<file path="config.mk">
export PLATFORM = sky130hd
export DESIGN_NAME = traffic_request_scheduler
export DESIGN_NICKNAME = d
export VERILOG_FILES = /design/src/rtl/traffic_pkg.sv /design/src/rtl/traffic_rr_pick.sv /design/src/rtl/traffic_request_scheduler.sv
export SDC_FILE = /design/constraint.sdc
export NUM_CORES = 1
export LEC_CHECK = 0
export CORE_AREA = 4 4 74 76
export DETAILED_ROUTE_END_ITERATION = 6
export DIE_AREA = 0 0 78 80
export PLACE_DENSITY = 0.83
export SYNTH_ARGS = -nofsm -noshare
export SYNTH_HDL_FRONTEND = slang
export SYNTH_SLANG_ARGS = --single-unit
</file>
<file path="constraint.sdc">
create_clock -name clk -period 3.1 [get_ports clk]
set_input_delay 0.93 -clock clk [delete_from_list [all_inputs] [get_ports clk]]
set_output_delay 0.93 -clock clk [all_outputs]
set_load 0.01 [all_outputs]
</file>
<file path="src/rtl/traffic_pkg.sv">
// Shared definitions for the 4-way traffic light FSM and its request scheduler.
// One-hot direction bit order is A=bit3 .. D=bit0 everywhere.
package traffic_pkg;

    typedef enum logic [1:0] {
        DIR_A = 2'd0,
        DIR_B = 2'd1,
        DIR_C = 2'd2,
        DIR_D = 2'd3
    } dir_t;

    localparam logic [3:0] LIGHT_A = 4'b1000;
    localparam logic [3:0] LIGHT_B = 4'b0100;
    localparam logic [3:0] LIGHT_C = 4'b0010;
    localparam logic [3:0] LIGHT_D = 4'b0001;

    // Dwell times used by the light FSM.
    localparam int GREEN_DWELL  = 16;
    localparam int YELLOW_DWELL = 4;

    typedef enum logic {
        ST_IDLE    = 1'b0,
        ST_REQUEST = 1'b1
    } sched_state_t;

    // Round-robin successor of a one-hot direction: A->B->C->D->A.
    function automatic logic [3:0] rr_next(input logic [3:0] dir);
        return {dir[0], dir[3:1]};
    endfunction

    function automatic logic is_onehot(input logic [3:0] v);
        return (v != 4'b0000) && ((v & (v - 4'b0001)) == 4'b0000);
    endfunction

    function automatic logic [3:0] dir_to_light(input dir_t d);
        return LIGHT_A >> d;
    endfunction

endpackage

</file>
<file path="src/rtl/traffic_rr_pick.sv">
// Combinational round-robin picker: first set bit of cand_i found by walking
// A->B->C->D->A starting at (and including) the one-hot start_i.
module traffic_rr_pick
    import traffic_pkg::*;
(
    input  logic [3:0] cand_i,
    input  logic [3:0] start_i,
    output logic [3:0] winner_o
);

    logic [3:0] probe;
    logic       found;

    always_comb begin
        winner_o = 4'b0000;
        found    = 1'b0;
        probe    = start_i;
        for (int k = 0; k < 4; k++) begin
            if (!found && ((cand_i & probe) != 4'b0000)) begin
                winner_o = probe;
                found    = 1'b1;
            end
            probe = rr_next(probe);
        end
    end

endmodule

</file>
<file path="src/rtl/traffic_request_scheduler.sv">
// Latches car-sensor requests, ages them, and drives one switch_to line at a
// time toward the light FSM until it shows that direction green.
module traffic_request_scheduler
    import traffic_pkg::*;
#(
    parameter logic [7:0] MAX_WAIT = 8'd32
) (
    input  logic       clk,
    input  logic       rst,
    input  logic [3:0] req_sense,
    input  logic [3:0] light_en,
    output logic       switch_to_a,
    output logic       switch_to_b,
    output logic       switch_to_c,
    output logic       switch_to_d,
    output logic [3:0] pending,
    output logic [3:0] urgent
);

    sched_state_t state_q, state_d;
    logic [3:0]   pending_q, pending_d;
    logic [3:0]   urgent_q, urgent_d;
    logic [3:0]   switch_q, switch_d;
    logic [3:0]   target_q, target_d;
    logic [3:0]   cur_q, cur_d;
    logic [3:0]   ack_clr;
    logic [7:0]   wait_q [4];
    logic [7:0]   wait_d [4];

    logic         cur_valid;
    logic [3:0]   cand, urg_cand, rr_start, win_urg, win_all, pick;

    assign cur_valid = is_onehot(light_en);
    assign cand      = pending_q & ~light_en;
    assign urg_cand  = cand & urgent_q;
    assign rr_start  = rr_next(light_en);

    traffic_rr_pick u_pick_urg (
        .cand_i   (urg_cand),
        .start_i  (rr_start),
        .winner_o (win_urg)
    );

    traffic_rr_pick u_pick_all (
        .cand_i   (cand),
        .start_i  (rr_start),
        .winner_o (win_all)
    );

    assign pick = (urg_cand != 4'b0000) ? win_urg : win_all;

    always_comb begin
        state_d  = state_q;
        target_d = target_q;
        cur_d    = cur_q;
        switch_d = 4'b0000;
        ack_clr  = 4'b0000;
        case (state_q)
            ST_IDLE: begin
                if (cur_valid && (cand != 4'b0000)) begin
                    state_d  = ST_REQUEST;
                    target_d = pick;
                    cur_d    = light_en;
                    switch_d = pick;
                end
            end
            ST_REQUEST: begin
                if (light_en == target_q) begin
                    state_d = ST_IDLE;
                    ack_clr = target_q;
                end else if (!cur_valid || (light_en != cur_q)) begin
                    // Light moved somewhere else or went dark: give up, keep the request.
                    state_d = ST_IDLE;
                end else begin
                    switch_d = target_q;
                end
            end
            default: state_d = ST_IDLE;
        endcase
    end

    assign pending_d = (pending_q | req_sense) & ~light_en & ~ack_clr;

    always_comb begin
        for (int i = 0; i < 4; i++) begin
            wait_d[i] = 8'd0;
            if (pending_d[i] && pending_q[i]) begin
                wait_d[i] = (wait_q[i] == 8'hFF) ? wait_q[i] : wait_q[i] + 8'd1;
            end
            urgent_d[i] = pending_d[i] && (wait_d[i] >= MAX_WAIT);
        end
    end

    always_ff @(posedge clk) begin
        if (rst) begin
            state_q   <= ST_IDLE;
            pending_q <= 4'b0000;
            urgent_q  <= 4'b0000;
            switch_q  <= 4'b0000;
            target_q  <= 4'b0000;
            cur_q     <= 4'b0000;
            for (int i = 0; i < 4; i++) wait_q[i] <= 8'd0;
        end else begin
            state_q   <= state_d;
            pending_q <= pending_d;
            urgent_q  <= urgent_d;
            switch_q  <= switch_d;
            target_q  <= target_d;
            cur_q     <= cur_d;
            for (int i = 0; i < 4; i++) wait_q[i] <= wait_d[i];
        end
    end

    assign switch_to_a = |(switch_q & LIGHT_A);
    assign switch_to_b = |(switch_q & LIGHT_B);
    assign switch_to_c = |(switch_q & LIGHT_C);
    assign switch_to_d = |(switch_q & LIGHT_D);
    assign pending     = pending_q;
    assign urgent      = urgent_q;

endmodule
</file>
==> results of run 1 <==
-- registers in the layout, indices dropped and copies added, names as in the netlist --
| signal | count |
|---|---|
| cur_q | 4 |
| pending | 4 |
| urgent | 4 |
| state_q | 1 |
| switch_q | 4 |
| target_q | 4 |
| wait_q | 32 |
-- routing by layer --
metal	global-route usage [%]	up-vias	share of wire [%]
li1	-	1353	-
met5	0	-	0
met3	4.97	19	5.8
met1	29.4	1273	45
met2	39.6	91	47
met4	9.27	0	2.8
-- cell usage after synthesis, types with 4 or more instances --
cell type | number | share of area, %
dfxtp_1 | 53 | 36
nor2_1 | 35 | 4.4
nand2_1 | 27 | 3.4
nand3_1 | 16 | 2.7
nor3_1 | 14 | 2.4
a21oi_1 | 12 | 2.0
a31oi_1 | 12 | 2.5
nand3b_1 | 11 | 2.8
nand4_1 | 11 | 2.3
xor2_1 | 11 | 3.2
nand4b_1 | 10 | 2.9
xnor2_1 | 10 | 2.9
and3_1 | 9 | 1.9
o21ai_0 | 9 | 1.5
inv_1 | 7 | 0.88
nor4_1 | 6 | 1.3
buf_2 | 5 | 0.84
buf_6 | 5 | 1.9
mux2i_1 | 5 | 1.7
o211ai_1 | 5 | 1.3
a211oi_1 | 4 | 1.0
a41o_1 | 4 | 1.3
clkbuf_1 | 4 | 0.50
ha_1 | 4 | 1.7
nand2b_1 | 4 | 0.84
-- final cells by class --
cell class              count  share of cell area [%]
multi-input cells         269                    51.9
flip-flops and latches     53                    31.2
repair buffers             34                    10.2
clock buffers               7                    2.54
well taps                  67                    2.47
clock inverters             1                   0.883
inverters                   8                   0.883
-- worst max-delay path, cell delays in order --
cell	delay (ns)
clkdlybuf4s50_1	0.76
buf_4	0.25
nand4b_1	0.11
and4_1	0.26
nor2_1	0.06
a311oi_1	0.40
o221ai_1	0.19
-- worst min-delay path by stage --
| stage | cells after the start | start | end | slack (ns) |
|---|---|---|---|---|
| after floorplan | 2 | cur_q[0] | cur_q[0] | 0.45 |
| after CTS | 2 | cur_q[1] | cur_q[1] | 0.47 |
| after global routing | 2 | cur_q[1] | cur_q[1] | 0.50 |
| after detailed placement | 2 | cur_q[1] | cur_q[1] | 0.46 |
| final | 2 | cur_q[1] | cur_q[1] | 0.47 |
| after global placement | 2 | cur_q[3] | cur_q[3] | 0.46 |
-- cell families after synthesis --
family	Yosys count	share of synthesized area (%)
and+or+nand+nor	167	32.1
buffers and inverters	25	5.01
adders and majority gates	4	1.68
xor gates and xnor gates	21	6.18
AOI/OAI and AO/OA	71	17.3
DFF	53	35.7
muxes	6	2.06
-- report_power, final --
part           internal (uW)  leakage [uW]  switching, uW
Sequential               687      0.000428           11.0
Clock                    263     0.0000585            217
Combinational           60.8      0.000784           67.4
Total                   1010       0.00127            295
-- stage by stage --
| stage | util (%) | setup WS, ns | total power [uW] | instances |
|---|---|---|---|---|
| after floorplan | - | 0.723 | 795 | 347 |
| after global placement | 69.5 | 0.0835 | 839 | 431 |
| after detailed placement | 69.5 | 0.0387 | 840 | 431 |
| after CTS | 72.0 | 0.359 | 1320 | 439 |
| after global routing | 72.0 | 0.161 | 1360 | 439 |
| final | 72.0 | 0.301 | 1310 | 439 |
==> impl.org, run 1 <==
** Outcome
- Status :: completed

** Routing
- For this run, design rule violations remaining after detail routing come to 0.
- Drt pass-1 iters :: 4
- The detailed router finished its first iteration with between 300 and 400 violations.
- The count of nets left with antenna violations once routing finished came out at 0.
- Routed wire per std cell :: approximately 15 um
- Detailed routing inserted a total of ~2,700 vias.
- Dividing the detail-routed via count by the number of cells gives around 6.2.
- Total Routed Length :: around 6.7 mm

** CTS
- Hold-fix buffers at CTS :: 0
- CTS root buf :: clkbuf_8
- The H-tree was split into 2 levels.
- No sink is reached through more buffers than the 2 on the longest clock path.
- After clock tree synthesis, the clock-pin slew on the worst setup and hold paths is 0.09 ns.
- The tree built by TritonCTS fans out to 53 sinks.
- Number of buffers inserted during clock tree synthesis :: 5
- Clock tree from TritonCTS :: yes
- The clock reaches the later pin of the worst-skew pair after around 0.30 ns.
- Count of cells resized by post-cts repair :: 0
- Setup bufs post-CTS :: 0

** STA
- Number of failing hold endpoints at the final stage :: 0
- RSZ-0062 raised after global routing :: no
- Final count of negative-setup-slack endpoints :: 0
- Fin. max-slew vios :: 0
- Shortest clock period the worst path allows after layout :: 2.80 ns
- Clock skew on the completed layout was measured at around 0.0045 ns.
- Crit share post-route :: 90.3%
- The worst pin sits at a relative slew slack of 68.3%.
- WHS :: 0.471 ns
- Setup total negative slack :: 0 ns
- FMAX :: around 360 MHz
- Least-Margin Pin Slew :: between 0.4 and 0.5 ns

** Power
- VDD IR-drop max :: between 0.0002 and 0.0003 V
- Power per standard cell area :: 384 nW/um^2
- The analysis attributes to cell leakage a power of ~0.0013 uW.

** Synthesis
- Synthesis inferred between 50 and 60 register bits.
- Mapped Avg Cell Area :: 8.57 um^2
- Post-synthesis sequential area ratio :: 35.7%
- Yosys mapped the design onto 57 distinct sky130hd cell types.
- Post-synthesis instance total :: between 300 and 400
- When the netlist entered floorplanning its net count stood at ~360.
- For this run, the leading register cell type out of synthesis is dfxtp_1.
- Post-synthesis cell area :: 2970 um^2
- In the synthesized netlist the async set-or-reset flop fraction comes to 0%.
- EDFF count, synth :: 0
- Warnings, synthesis :: 0

** Global routing
- Global-route usage over all layers :: a little under a quarter
- Number of global-route vias before repair :: between 2,000 and 3,000
- The number of antenna violations at the first check in global routing came to 0.
- Pin count of the biggest net entering global routing :: 28
- Final global-route overflow total :: 0
- The first global-routing pass estimated 11.9 mm of wire.

** Cells and area
- Commonest non-fill, non-tap cells in the layout :: 53 x dfxtp_1, 35 x nor2_1, 27 x nand2_1, 21 x clkdlybuf4s50_1, 16 x nand3_1
- Of the cells placed in the final design, the portion with a size suffix greater than 1 is under 10%.
- The library cell used most frequently in the layout, excluding fill and tap cells, is dfxtp_1.
- For this run, the post-layout net count is slightly below 400.
- Multi-input gate area :: around 1800 um^2
- Sequential cell area :: roughly 1100 um^2
- Final std cell area, no fill :: approximately 3400 um^2
- Filler cell count in the final layout :: 352
- Area growth syn-to-layout :: 14.3%
- The repair_antennas step left the layout with diodes totalling 0.

** Critical path
- The critical path is of the primary input to register type.
- Worst reg2reg setup slack :: 1.16 ns
- CP endpoint kind :: register
- FF-to-FF path depth :: 5
- Worst flop-to-flop path endpoint :: target_q[0]
- Startpoint type of the worst setup path :: primary input
- Arrival time reported for the critical path endpoint :: a little under 3 ns
- First element of the critical path :: light_en[3]
- Worst setup path endpoint :: switch_q[0]
- CP Data Required Time :: 3.27 ns
- Highest fanout seen on the critical path :: 15
- The startpoint identified for the worst register-to-register timing path is pending[2].

** Min path
- Class of the tightest hold or removal check :: register to register

** Placed design
- Buffers placed on the I/O ports in this run total 21.
- Detailed placement finished with a half-perimeter wire length of 4.74 mm.
- The congestion estimate from routability-driven global placement came to 0.922.
- The placed instances occupy a cell area of about 3300 um^2.

** Floorplanning
- The die is 80 um tall.
- Core Area :: between 4000 and 5000 um^2
- The initialized floorplan defines 25 standard-cell rows.
- Die Footprint :: 6240 um^2
- For this configuration, the core starts out at a cell density of 63.0%.
- Die W :: ~78 um
- Ports placed on the boundary :: 22

** Flow run
- The tool flagged a number of max-cap violations equal to 0.
No activity file was read; power rests on OpenSTA's default activity.
==> run 2, diff against run 1 <==
ABC_CLOCK_PERIOD_IN_PS = 3100   (was not set)
==> results of run 2 <==
Same layout as run 1: the final DEF is identical, and so are final timing and power.
==> run 3, diff against run 2 <==
CORE_AREA = 3 3 73 75   (was 4 4 74 76)
DIE_AREA = 0 0 76 78   (was 0 0 78 80)
SETUP_SLACK_MARGIN = 0.02   (was not set)
==> run 3 against run 2 <==
Compared with the run above:
- combinational power about the same
- clock power is 0.8% higher
- final cell count down 0.46%
- core utilization shrank 0.32 points
- setup slack better by 0.057 ns
- via count fell by 1.5%
- largest cell class unchanged
- largest power group unchanged
==> impl.org, run 3 (synthesis results as in run 1) <==
** Outcome
- The run finished with clean final reports.

** CTS
- Clock tree from TritonCTS :: yes
- CTS root buf :: clkbuf_8
- Hold-fix buffers at CTS :: 0 (unchanged)
- Clock H-tree levels :: 2 (unchanged)
- The number of buffers created by CTS came to 5 (unchanged).
- Insertion delay to the later sink of the worst-skew pair :: 0.30 ns (about the same)
- The CTS sink count came to 53 (unchanged).
- The maximum clock insertion buffer count is 2 (unchanged).
- The number of buffers inserted to repair setup after CTS was 0 (unchanged).
- The clock transition at the registers of the reported paths came to 0.09 ns (about the same).
- Count of cells resized by post-cts repair :: 0 (unchanged)

** Critical path
- The worst register-to-register path begins at pending[2].
- Broken down by cell family, the worst path's largest delay share belongs to simple AND/OR/NAND/NOR gates.
- Startpoint type of the worst setup path :: primary input
- The largest individual stage delay along the critical path comes from the cell clkdlybuf4s50_1.
- Walking the worst path, the cells encountered are clkdlybuf4s50_1, buf_12, nor4b_1, a211oi_2, or2_1, a211o_1, o221ai_1.
- The critical path data required time came to 3.32 ns (+0.05 ns).
- Arrival time reported for the critical path endpoint :: 2.96 ns (about the same)
- The count of buffering cells on the critical path with inverters included came to 2 (unchanged).
- CP endpoint kind :: register
- First element of the critical path :: light_en[0]
- Biggest cell delay along the critical path :: 0.51 ns (-0.25 ns)
- Highest fanout seen on the critical path :: 27 (+12)
- The worst setup path is of the primary input to register kind.

** Cells and area
- The final core area utilization came to 71.7% (-0.32 points).
- Leaving out fill and tap cells, the most frequent cells in the layout are 53 x dfxtp_1, 35 x nor2_1, 27 x nand2_1, 21 x clkdlybuf4s50_1, 16 x nand3_1.
- Final Instance Count excl. Fillers :: 437 (-0.46%)
- N_diodes :: 0 (unchanged)
- Multi-input gate area :: 1760 um^2 (unchanged)
- Leading cell type in the layout, fill and taps excluded :: dfxtp_1
- Flip-flop count of the largest register after layout :: 32 (unchanged)
- The area of all placed cells without fillers came to 3390 um^2 (-0.44%).
- Filler cell count in the final layout :: 376 (+6.8%)
- Sequential cell area :: 1060 um^2 (unchanged)
- Final Net Count :: 383 (-0.52%)
- Fraction of final layout cells sized beyond drive strength 1 :: 7.03% (-0.50 points)
- The area growth from synthesis to layout is 13.8%.
- Counting flops per register, the top entry is wait_q.

** Min path
- Worst hold start :: cur_q[2]
- Class of the tightest hold or removal check :: register to register

** Floorplanning
- The height of the die was 78 um (-2.5%).
- The initial standard-cell utilization of the core is 63.0% (unchanged).
- The die extent in x is 76 um (-2.6%).
- Ports placed on the boundary :: 22 (unchanged)
- Site Rows :: 25 (unchanged)
- The core outline area is 4720 um^2 (unchanged).
- The area of the die was 5930 um^2 (-5.0%).

** Global routing
- The number of antenna violations at the first check in global routing is 0 (unchanged).
- The via count of the first global-routing pass was 2,439 (-5.2%).
- The overall overflow remaining after global route was 0 (unchanged).
- The largest net degree at the start of global routing is 28 (unchanged).
- The first-pass GRT wire length was 11.0 mm (-7.8%).
- Global-route usage over all layers :: 22.5% (-1.0 points)

** STA
- The final critical delay including setup and external delays is 2.74 ns (-0.0570 ns).
- Least-Margin Pin Slew :: 0.507 ns (+0.0333 ns)
- The count of pins over their slew limit came to 0 (unchanged).
- The setup violation total in the final timing report was 0 (unchanged).
- RSZ-0062 raised after global routing :: no
- The setup TNS after final layout was 0 ns (unchanged).
- Number of failing hold endpoints at the final stage :: 0 (unchanged)
- The achievable clock frequency was 365 MHz (+2.1%).
- Worst slew margin :: 66.2% (-2.2 points)
- The period utilization is 88.4% (-1.8 points).
- The worst clock skew is 0.00331 ns (-0.00115 ns).

** Routing
- Ratio of routed vias to standard cells :: 6.17 (-1.0%)
- The total iterations of the first detailed-routing run came to 5 (+1).
- Residual DRC :: 0 (unchanged)
- The remaining antenna violation count was 0 (unchanged).
- The number of DRC markers in iteration 0 was 224 (-27%).
- Number of vias after detailed routing :: 2,696 (-1.5%)
- The final wirelength came to 6.47 mm (-3.6%).
- Routed wire per std cell :: 14.8 um (-3.1%)

** Placed design
- The total instance count after detailed placement is 429 (-0.46%).
- The routability congestion estimate was 0.960 (+4.1%).
- IO Port Bufs :: 21 (unchanged)
- The half-perimeter wire length of the detailed placement result came to 4.54 mm (-4.1%).
- The total placed instance area was 3270 um^2 (-0.46%).

** Power
- Total power after layout :: 1310 uW (+0.17%)
- The maximum vdd ir drop was 0.000217 V (-23%).
- The power density over the cells came to 387 nW/um^2 (+0.61%).
- The leakage power figure is 0.00126 uW (-0.72%).

** Flow run
- Max Cap Violations :: 0 (unchanged)
==> run 3: through the flow <==
step,setup slack (ns),hold slack (ns)
5_1_grt,0.271,0.505
3_3_place_gp,0.138,0.463
6_report,0.358,0.478
2_1_floorplan,0.723,0.449
3_5_place_dp,0.0638,0.466
4_1_cts,0.375,0.480
==> run 3: metal layers <==
| metal | vias to the layer above | share of wire, % | track usage, % |
|---|---|---|---|
| met5 | - | 0 | 0 |
| met4 | 0 | 1.6 | 8.88 |
| met3 | 9 | 5.4 | 4.29 |
| met2 | 83 | 47 | 39.0 |
| met1 | 1260 | 46 | 27.6 |
| li1 | 1344 | - | - |
==> run 3: power by group <==
part	total [uW]	internal (uW)	switching [uW]
combinational	127	59.6	67.1
sequential	699	687	11.2
clock	484	263	220
total	1310	1010	298
==> run 3: area by class of cell <==
type | count | area share [%]
multi-input combinational | 269 | 52.1
timing repair buffer | 32 | 9.76
clock buffer | 7 | 2.55
clock inverter | 1 | 0.887
inverter | 8 | 0.887
sequential | 53 | 31.3
tap | 67 | 2.48
==> run 3: worst paths after layout <==
path	to	cells after the start	slack (ns)
hold reg to reg	cur_q[2]	2	0.48
setup / recovery	switch_q[0]	7	0.36
setup reg to reg	switch_q[0]	5	1.14
hold / removal	cur_q[2]	2	0.48
==> run 3: worst min-delay path, stage by stage, from the launching register on <==
cell	delay (ns)
dfxtp_1	0.33
nand2_1	0.05
a21oi_1	0.06
